==> src/rtl/fetch_pkg.sv <==
// Shared types and constants for the instruction fetch sequencer.
//   state_t          : fetch FSM states
//   XLEN, CNT_WIDTH  : data/PC width and event-counter width
//   ADDR_WIDTH       : ROM word-address width (ROM aliases above 2^(ADDR_WIDTH+2))
//   PC_STEP          : PC increment per instruction
//   PC_ALIGN_MASK    : forces redirect targets to word alignment
//   DEFAULT_RESET_PC : default first fetch address after reset
package fetch_pkg;

  localparam int unsigned XLEN       = 32;
  localparam int unsigned CNT_WIDTH  = 16;
  localparam int unsigned ADDR_WIDTH = 8;

  localparam logic [XLEN-1:0] PC_STEP          = 32'd4;
  localparam logic [XLEN-1:0] PC_ALIGN_MASK    = 32'hFFFF_FFFC;
  localparam logic [XLEN-1:0] DEFAULT_RESET_PC = 32'h0000_0000;

  typedef enum logic {
    S_IDLE = 1'b0,
    S_RUN  = 1'b1
  } state_t;

endpackage : fetch_pkg

==> src/rtl/inst_fetch_ctrl_if.sv <==
// Fetch bus: ROM address/data, decode valid/ready handshake and redirect.
//   master : fetch controller side (drives rom_addr and the instruction outputs)
//   slave  : environment side (ROM, decode and branch unit)
interface inst_fetch_ctrl_if;
  import fetch_pkg::*;

  logic [XLEN-1:0] rom_addr;
  logic [XLEN-1:0] rom_data;
  logic            inst_valid;
  logic            inst_ready;
  logic [XLEN-1:0] inst_data;
  logic [XLEN-1:0] inst_pc;
  logic            redirect_valid;
  logic [XLEN-1:0] redirect_pc;

  modport master (
    output rom_addr, inst_valid, inst_data, inst_pc,
    input  rom_data, inst_ready, redirect_valid, redirect_pc
  );

  modport slave (
    input  rom_addr, inst_valid, inst_data, inst_pc,
    output rom_data, inst_ready, redirect_valid, redirect_pc
  );

endinterface : inst_fetch_ctrl_if

==> src/rtl/sat_counter.sv <==
// Saturating up-counter with synchronous clear.
//   clock : clock
//   clear : synchronous clear to zero (highest priority)
//   inc   : add one this cycle unless already at all-ones
//   count : current count
module sat_counter #(
  parameter int unsigned WIDTH = 16
) (
  input  logic             clock,
  input  logic             clear,
  input  logic             inc,
  output logic [WIDTH-1:0] count
);

  always_ff @(posedge clock) begin
    if (clear) begin
      count <= '0;
    end else if (inc && (count != '1)) begin
      count <= count + WIDTH'(1);
    end
  end

endmodule : sat_counter

==> src/rtl/inst_fetch_ctrl.sv <==
// Fetch sequencer for a 1-cycle-latency synchronous instruction ROM.
//   clock, reset : clock and synchronous active-high reset
//   run          : fetch enable
//   bus          : ROM address/data, decode valid/ready, redirect (master side)
//   stall_count  : saturating count of cycles with inst_valid & ~inst_ready
//   flush_count  : saturating count of redirects that discarded a live word
module inst_fetch_ctrl
  import fetch_pkg::*;
#(
  parameter logic [31:0] RESET_PC = DEFAULT_RESET_PC
) (
  input  logic                  clock,
  input  logic                  reset,
  input  logic                  run,
  inst_fetch_ctrl_if.master     bus,
  output logic [CNT_WIDTH-1:0]  stall_count,
  output logic [CNT_WIDTH-1:0]  flush_count
);

  state_t          state_q, state_d;
  logic [XLEN-1:0] pc_q;
  logic [XLEN-1:0] tgt_q;
  logic            valid_q;

  logic [XLEN-1:0] addr_c;
  logic            hold_c;
  logic            issue_c;
  logic            stall_inc_c;
  logic            flush_inc_c;

  // Next state, address selection and issue decision.
  always_comb begin
    state_d = state_q;
    addr_c  = tgt_q;
    hold_c  = 1'b0;
    issue_c = 1'b0;

    case (state_q)
      S_IDLE:  if (run)  state_d = S_RUN;
      S_RUN:   if (!run) state_d = S_IDLE;
      default: state_d = S_IDLE;
    endcase

    if (bus.redirect_valid) begin
      addr_c = bus.redirect_pc & PC_ALIGN_MASK;
    end else if (valid_q && !bus.inst_ready) begin
      // No skid buffer: re-read the held word so rom_data stays stable.
      addr_c = pc_q;
      hold_c = 1'b1;
    end else if (valid_q) begin
      addr_c = pc_q + PC_STEP;
    end

    // state_d is RUN exactly when run=1, so the IDLE->RUN cycle already issues.
    issue_c = (state_d == S_RUN) || hold_c;
  end

  always_ff @(posedge clock) begin
    if (reset) begin
      state_q <= S_IDLE;
      pc_q    <= RESET_PC;
      tgt_q   <= RESET_PC;
      valid_q <= 1'b0;
    end else begin
      state_q <= state_d;
      if (issue_c) begin
        pc_q    <= addr_c;
        valid_q <= 1'b1;
        tgt_q   <= addr_c + PC_STEP;
      end else begin
        valid_q <= 1'b0;
        tgt_q   <= addr_c;
      end
    end
  end

  assign bus.rom_addr   = addr_c;
  assign bus.inst_valid = valid_q & ~bus.redirect_valid;
  assign bus.inst_data  = bus.rom_data;
  assign bus.inst_pc    = pc_q;

  assign stall_inc_c = bus.inst_valid & ~bus.inst_ready;
  assign flush_inc_c = bus.redirect_valid & valid_q;

  sat_counter #(.WIDTH(CNT_WIDTH)) u_stall_cnt (
    .clock (clock),
    .clear (reset),
    .inc   (stall_inc_c),
    .count (stall_count)
  );

  sat_counter #(.WIDTH(CNT_WIDTH)) u_flush_cnt (
    .clock (clock),
    .clear (reset),
    .inc   (flush_inc_c),
    .count (flush_count)
  );

endmodule : inst_fetch_ctrl

==> src/flat_wrapper.sv <==
// flat-port wrapper written by rule: the top's interface ports become plain ports
module inst_fetch_ctrl_flat import fetch_pkg::*;
#(
  parameter logic [31:0] RESET_PC = DEFAULT_RESET_PC
)
  (clock, reset, run, stall_count, flush_count, bus_rom_addr, bus_inst_valid, bus_inst_data, bus_inst_pc, bus_rom_data, bus_inst_ready, bus_redirect_valid, bus_redirect_pc);
  inst_fetch_ctrl_if bus_i ();
  input  logic clock;
  input  logic reset;
  input  logic run;
  output logic [CNT_WIDTH-1:0] stall_count;
  output logic [CNT_WIDTH-1:0] flush_count;
  output wire logic [$bits(bus_i.rom_addr)-1:0] bus_rom_addr;
  output wire logic [$bits(bus_i.inst_valid)-1:0] bus_inst_valid;
  output wire logic [$bits(bus_i.inst_data)-1:0] bus_inst_data;
  output wire logic [$bits(bus_i.inst_pc)-1:0] bus_inst_pc;
  input wire logic [$bits(bus_i.rom_data)-1:0] bus_rom_data;
  input wire logic [$bits(bus_i.inst_ready)-1:0] bus_inst_ready;
  input wire logic [$bits(bus_i.redirect_valid)-1:0] bus_redirect_valid;
  input wire logic [$bits(bus_i.redirect_pc)-1:0] bus_redirect_pc;
  assign bus_rom_addr = bus_i.rom_addr;
  assign bus_inst_valid = bus_i.inst_valid;
  assign bus_inst_data = bus_i.inst_data;
  assign bus_inst_pc = bus_i.inst_pc;
  assign bus_i.rom_data = bus_rom_data;
  assign bus_i.inst_ready = bus_inst_ready;
  assign bus_i.redirect_valid = bus_redirect_valid;
  assign bus_i.redirect_pc = bus_redirect_pc;
  inst_fetch_ctrl #(.RESET_PC(RESET_PC)) u_core (.clock(clock), .reset(reset), .run(run), .bus(bus_i), .stall_count(stall_count), .flush_count(flush_count));
endmodule
==> config.mk <==
export PLATFORM = sky130hd
export DESIGN_NAME = inst_fetch_ctrl_flat
export DESIGN_NICKNAME = d
export VERILOG_FILES = /design/src/rtl/fetch_pkg.sv /design/src/rtl/inst_fetch_ctrl_if.sv /design/src/rtl/sat_counter.sv /design/src/rtl/inst_fetch_ctrl.sv /design/src/flat_wrapper.sv
export SDC_FILE = /design/constraint.sdc
export NUM_CORES = 1
export LEC_CHECK = 0
export CAP_MARGIN = 20
export CELL_PAD_IN_SITES_DETAIL_PLACEMENT = 1
export CELL_PAD_IN_SITES_GLOBAL_PLACEMENT = 1
export CORE_ASPECT_RATIO = 0.8
export CORE_MARGIN = 2
export CORE_UTILIZATION = 30
export DETAILED_ROUTE_END_ITERATION = 8
export PLACE_DENSITY = 0.85
export SLEW_MARGIN = 10
export SYNTH_ARGS = -nofsm -noshare
export SYNTH_HDL_FRONTEND = slang
export SYNTH_SLANG_ARGS = --single-unit
==> constraint.sdc <==
create_clock -name clock -period 3.4 [get_ports clock]
set_input_delay 0.68 -clock clock [delete_from_list [all_inputs] [get_ports clock]]
set_output_delay 0.68 -clock clock [all_outputs]
set_load 0.01 [all_outputs]
### After elaboration in Yosys (flattened, before gate mapping)

Index checks and enable logic that the tools add are counted.

| storage, ports and cells | value |
|---|---|
| bits in registers | 97 |
| input bits | 69 |
| output and inout bits | 129 |
| word-level logic and storage cells | 29 |

| operators by class | value |
|---|---|
| $add $sub $neg | 4 |
| equality and inequality tests | 2 |
| muxes and demuxes | 8 |
| bitwise gates (word level) | 5 |
| reductions and logical operators | 5 |

Operator list:

| cell | number |
|---|---|
| two-way mux 32 bit | 4 |
| adder 32 x 3 -> 32 bit, second input constant | 2 |
| adder 16 x 1 -> 16 bit, second input constant | 2 |
| != test 16 bit, second input constant | 2 |
| two-way mux 1 bit | 4 |
| bitwise AND 1 bit | 3 |
| logical AND 1 bit | 3 |
| inverter 1 bit | 2 |
| logical NOT 1 bit | 1 |
| logical OR 1 bit | 1 |

### Logic depth before layout (Yosys ltp)

| logic depth | value |
|---|---|
| depth in word-level cells | 6 |
| gate-level depth with buffers | 13 |
| mapped depth without buffers | 12 |

### Cells and area by module

From an unflattened synthesis, not the netlist that was laid out.

| second synthesis, totals | value |
|---|---|
| cell total of the unflattened synthesis | 806 |
| area total of the unflattened synthesis | 6,253.5 µm² |

Modules (own cells, without submodules):

| module | instances | cells an instance | area each (µm²) | seq. area each (µm²) |
|---|---|---|---|---|
| inst_fetch_ctrl | 1 | 608 | 4,556.9 | 1,301.2 |
| sat_counter | 2 | 99 | 848.3 | 320.3 |

### Least setup slack after synthesis

No wires, ideal clock.

| path | value |
|---|---|
| path type | register to output |
| start point | register u_core.pc_q[5] (netlist: u_core.bus.inst_pc[5]) |
| end point | output port bus_rom_addr[31] |
| data arrival time | 2,661 ps |
| required time | 2,720 ps |
| path slack | 59 ps |
| cell stages (with the launch flop) | 8 |
| path buffers | 1 |
| cell sequence | dfxtp_1 > buf_2 > nand3_2 > or4_4 > or4_4 > or3_1 > a311o_1 > nand2_1 |

| on the way | value |
|---|---|
| longest elaborated chain between the ends | 4 |

RTL lines:

| element | RTL line | text |
|---|---|---|
| start, declared | inst_fetch_ctrl.sv:21 | `logic [XLEN-1:0] pc_q;` |
| start signal, assigned | inst_fetch_ctrl.sv:67 | `pc_q <= addr_c;` |
| adder 32 x 3 -> 32 bit | inst_fetch_ctrl.sv:51 | `addr_c = pc_q + PC_STEP;` |
| two-way mux 32 bit | inst_fetch_ctrl.sv:50 | `end else if (valid_q) begin` |
| two-way mux 32 bit | inst_fetch_ctrl.sv:46 | `end else if (valid_q && !bus.inst_ready) begin` |
| two-way mux 32 bit | inst_fetch_ctrl.sv:44 | `if (bus.redirect_valid) begin` |
| end, declared | flat_wrapper.sv:13 | `output wire logic [$bits(bus_i.rom_addr)-1:0] bus_rom_addr;` |

Every way passes these cells.

### Final worst setup path

| path | value |
|---|---|
| start point | register u_core.pc_q[10] (netlist: u_core.bus.inst_pc[10]) |
| end point | output port bus_rom_addr[31] |

Same word-level chain as after synthesis.

==> metrics <==
Avg Inst Size Synth 7.75 µm²; Via density around 5.3; Ports 198; Iter 0 DRT Violations 415; total power 2.97 mW; clock-pin transition on the worst setup and hold timing paths 0.06 ns; initial antenna violation count 2; Mapped Area 6040 µm²; yosys warns 0; Total GRT Usage 22.1%; Slew @ Worst Pin slightly below 0.7 ns; wire per inst 19.1 µm; Leak 3.25 nW; clk root buf clkbuf_16; PwrDens between 300 and 400 nW/µm²; Vias 6631; CTS Buffer Depth 2; crit path launch type flop; die height 131 µm; max cap viols 0; vias in the first global route 6874; layout filler cell count 2413; final wirelength 23600 µm; Initial DRT Pass Iterations 4; Crit. End Element output port; final-report hold violation count 0; Routability Congestion ~0.85; commonest non-fill, non-tap cell in the layout nor2_1; core area ~20000 µm²; Worst Path Max Fanout 3; fin crit share 103%; H-tree level count 3; FFs w/ async S/R, synth 0%; failing checks negative setup slack; normalized max-slew margin 53.8%; cts hold-fix bufs 0; Main synth FF type dfxtp_1; critical path class flop to output port; nets@finish 1047; library cells used by synthesis 73; Post-Syn Instances 779; post-synthesis sequential element count 97; P&R area growth vs syn 42.6%; Placement Cell Area 8190 µm²; Period minus WS final about 3.5 ns; Clock Latency Late Sink 0.36 ns; Reg area 1950 µm²; Net Count, Synth between 800 and 900; Setup Viol. Count Final 1; RSZ-0062 raised after global routing yes; post-route design area 8610 µm²; Arr. time, crit path 2.82 ns; first-pass GRT wire length 36900 µm; outcome complete, but fails checks; post-route ant nets 0; Diodes inserted 0; clk sink count 97; largest net degree at the start of global routing a little under 60; die footprint 21300 µm²; layout cells sized above 1 21.8%; multi-input logic area between 3000 and 4000 µm²; most frequent cells in the layout nor2_1 (133), buf_4 (130), clkdlybuf4s50_1 (111), dfxtp_1 (92), nand2_1 (67); hold crit path type flop to flop; Die W between 150 and 200 µm; maximum vdd drop 0.234 mV; post-detail-place hpwl 17200 µm; fmax 0.285 GHz; GR Overflow Total 0; post-synthesis sequential area ratio between 30% and 40%; Port Buffers around 130; DRC 0; TritonCTS buffer count 9; Post-synth EDFFs 0; Initial Util between 30 and 40%; worst setup margin -0.104 ns; final slew viol count 0; row cnt 46; Required @ worst endpoint 2.72 ns; CTS tree done; Worst Skew 0.00952 ns
cell families (layout without fill, tap and decap cells):
family	after synthesis	count (layout)	share of synthesized area, %
multiplexers	10	10	1.72
AND/OR/NAND/NOR	375	375	31.9
buffers and inverters	103	300	9.16
AO/OA/AOI/OAI	138	138	16.7
XOR/XNOR	52	52	7.55
adder cells (fa/ha/maj)	4	4	0.829
flip-flops	97	97	32.2
metal layers:
layer | track usage [%] | up-vias | part of all wire (%) | wire, µm
met5 | 0 | - | 0.055 | 13
met4 | 8.22 | 2 | 3.0 | 709
met3 | 7.13 | 50 | 7.7 | 1820
met2 | 37.2 | 209 | 46 | 10900
met1 | 26.6 | 3263 | 43 | 10200
li1 | - | 3107 | - | -
Yosys cell counts (5+ instances only):
library cell | count | area (µm²)
a211oi_1 | 17 | 128
buf_2 | 19 | 95.1
nor3b_1 | 6 | 45.0
clkbuf_1 | 26 | 97.6
and4_1 | 8 | 70.1
a21oi_1 | 36 | 180
inv_1 | 22 | 82.6
nand2_1 | 68 | 255
nand3_1 | 27 | 135
buf_4 | 34 | 255
xnor2_1 | 34 | 298
nand4_1 | 20 | 125
o21ai_0 | 23 | 115
dfxtp_1 | 97 | 1940
nor3_1 | 34 | 170
nor2_1 | 134 | 503
xor2_1 | 18 | 158
or3_1 | 19 | 119
a22oi_1 | 9 | 67.6
o31a_1 | 5 | 43.8
and3_1 | 10 | 62.6
nor4_1 | 8 | 50.1
mux2i_1 | 7 | 70.1
critical path: stages (launching register included):
cell	delay [ns]
dfxtp_2	0.33
nand4_1	0.19
or4_4	0.55
or4_4	0.58
or3_1	0.32
a311o_1	0.30
nand2_2	0.09
buf_6	0.11
metrics by stage:
step | setup TNS [ns] | setup slack, ns | hold WS (ns) | instances | utilization (%)
2_1_floorplan | 0 | 0.0593 | 0.488 | 779 | -
3_3_place_gp | -2.71 | -0.241 | 0.460 | 1222 | 41.4
3_5_place_dp | -4.78 | -0.268 | 0.467 | 1222 | 41.4
4_1_cts | -0.246 | -0.246 | 0.474 | 1237 | 42.9
5_1_grt | -0.336 | -0.206 | 0.492 | 1240 | 43.5
6_report | -0.104 | -0.104 | 0.470 | 1240 | 43.5
flip-flops by register name, summed over array words and instances (netlist names):
name,flops
u_core.u_stall_cnt.count,16
u_core.u_flush_cnt.count,16
u_core.valid_q,1
u_core.bus.inst_pc,32
u_core.tgt_q,32
repair_timing:
action | CTS | global route
pin swaps | 5 | 10
endpoints found under the hold margin | 0 | 0
setup buffers | 2 | 3
setup endpoints to repair | 19 | 25
gates resized for setup | 34 | 35
path summary, 6_finish.rpt:
kind	startpoint	end	slack, ns	cells past startpoint
setup reg to reg	u_core.bus.inst_pc[3]	u_core.tgt_q[30]	0.10	12
hold reg to reg	u_core.bus.inst_pc[1]	u_core.bus.inst_pc[1]	0.47	2
hold / removal	u_core.bus.inst_pc[1]	u_core.bus.inst_pc[1]	0.47	2
setup / recovery	u_core.bus.inst_pc[10]	bus_rom_addr[31]	-0.10	7
cell type report:
class | instances | area share (%)
timing repair buffer | 265 | 27.0
multi-input combinational | 579 | 42.7
tap | 264 | 3.84
sequential | 97 | 22.6
inverter | 22 | 0.959
clock inverter | 1 | 0.0581
clock buffer | 12 | 2.86
power by group:
part           total (mW)  internal, mW  switching [mW]
registers            1.23          1.19          0.0356
logic               0.796         0.377           0.420
clock network       0.944         0.504           0.440
No activity file was read; power rests on OpenSTA's default activity.
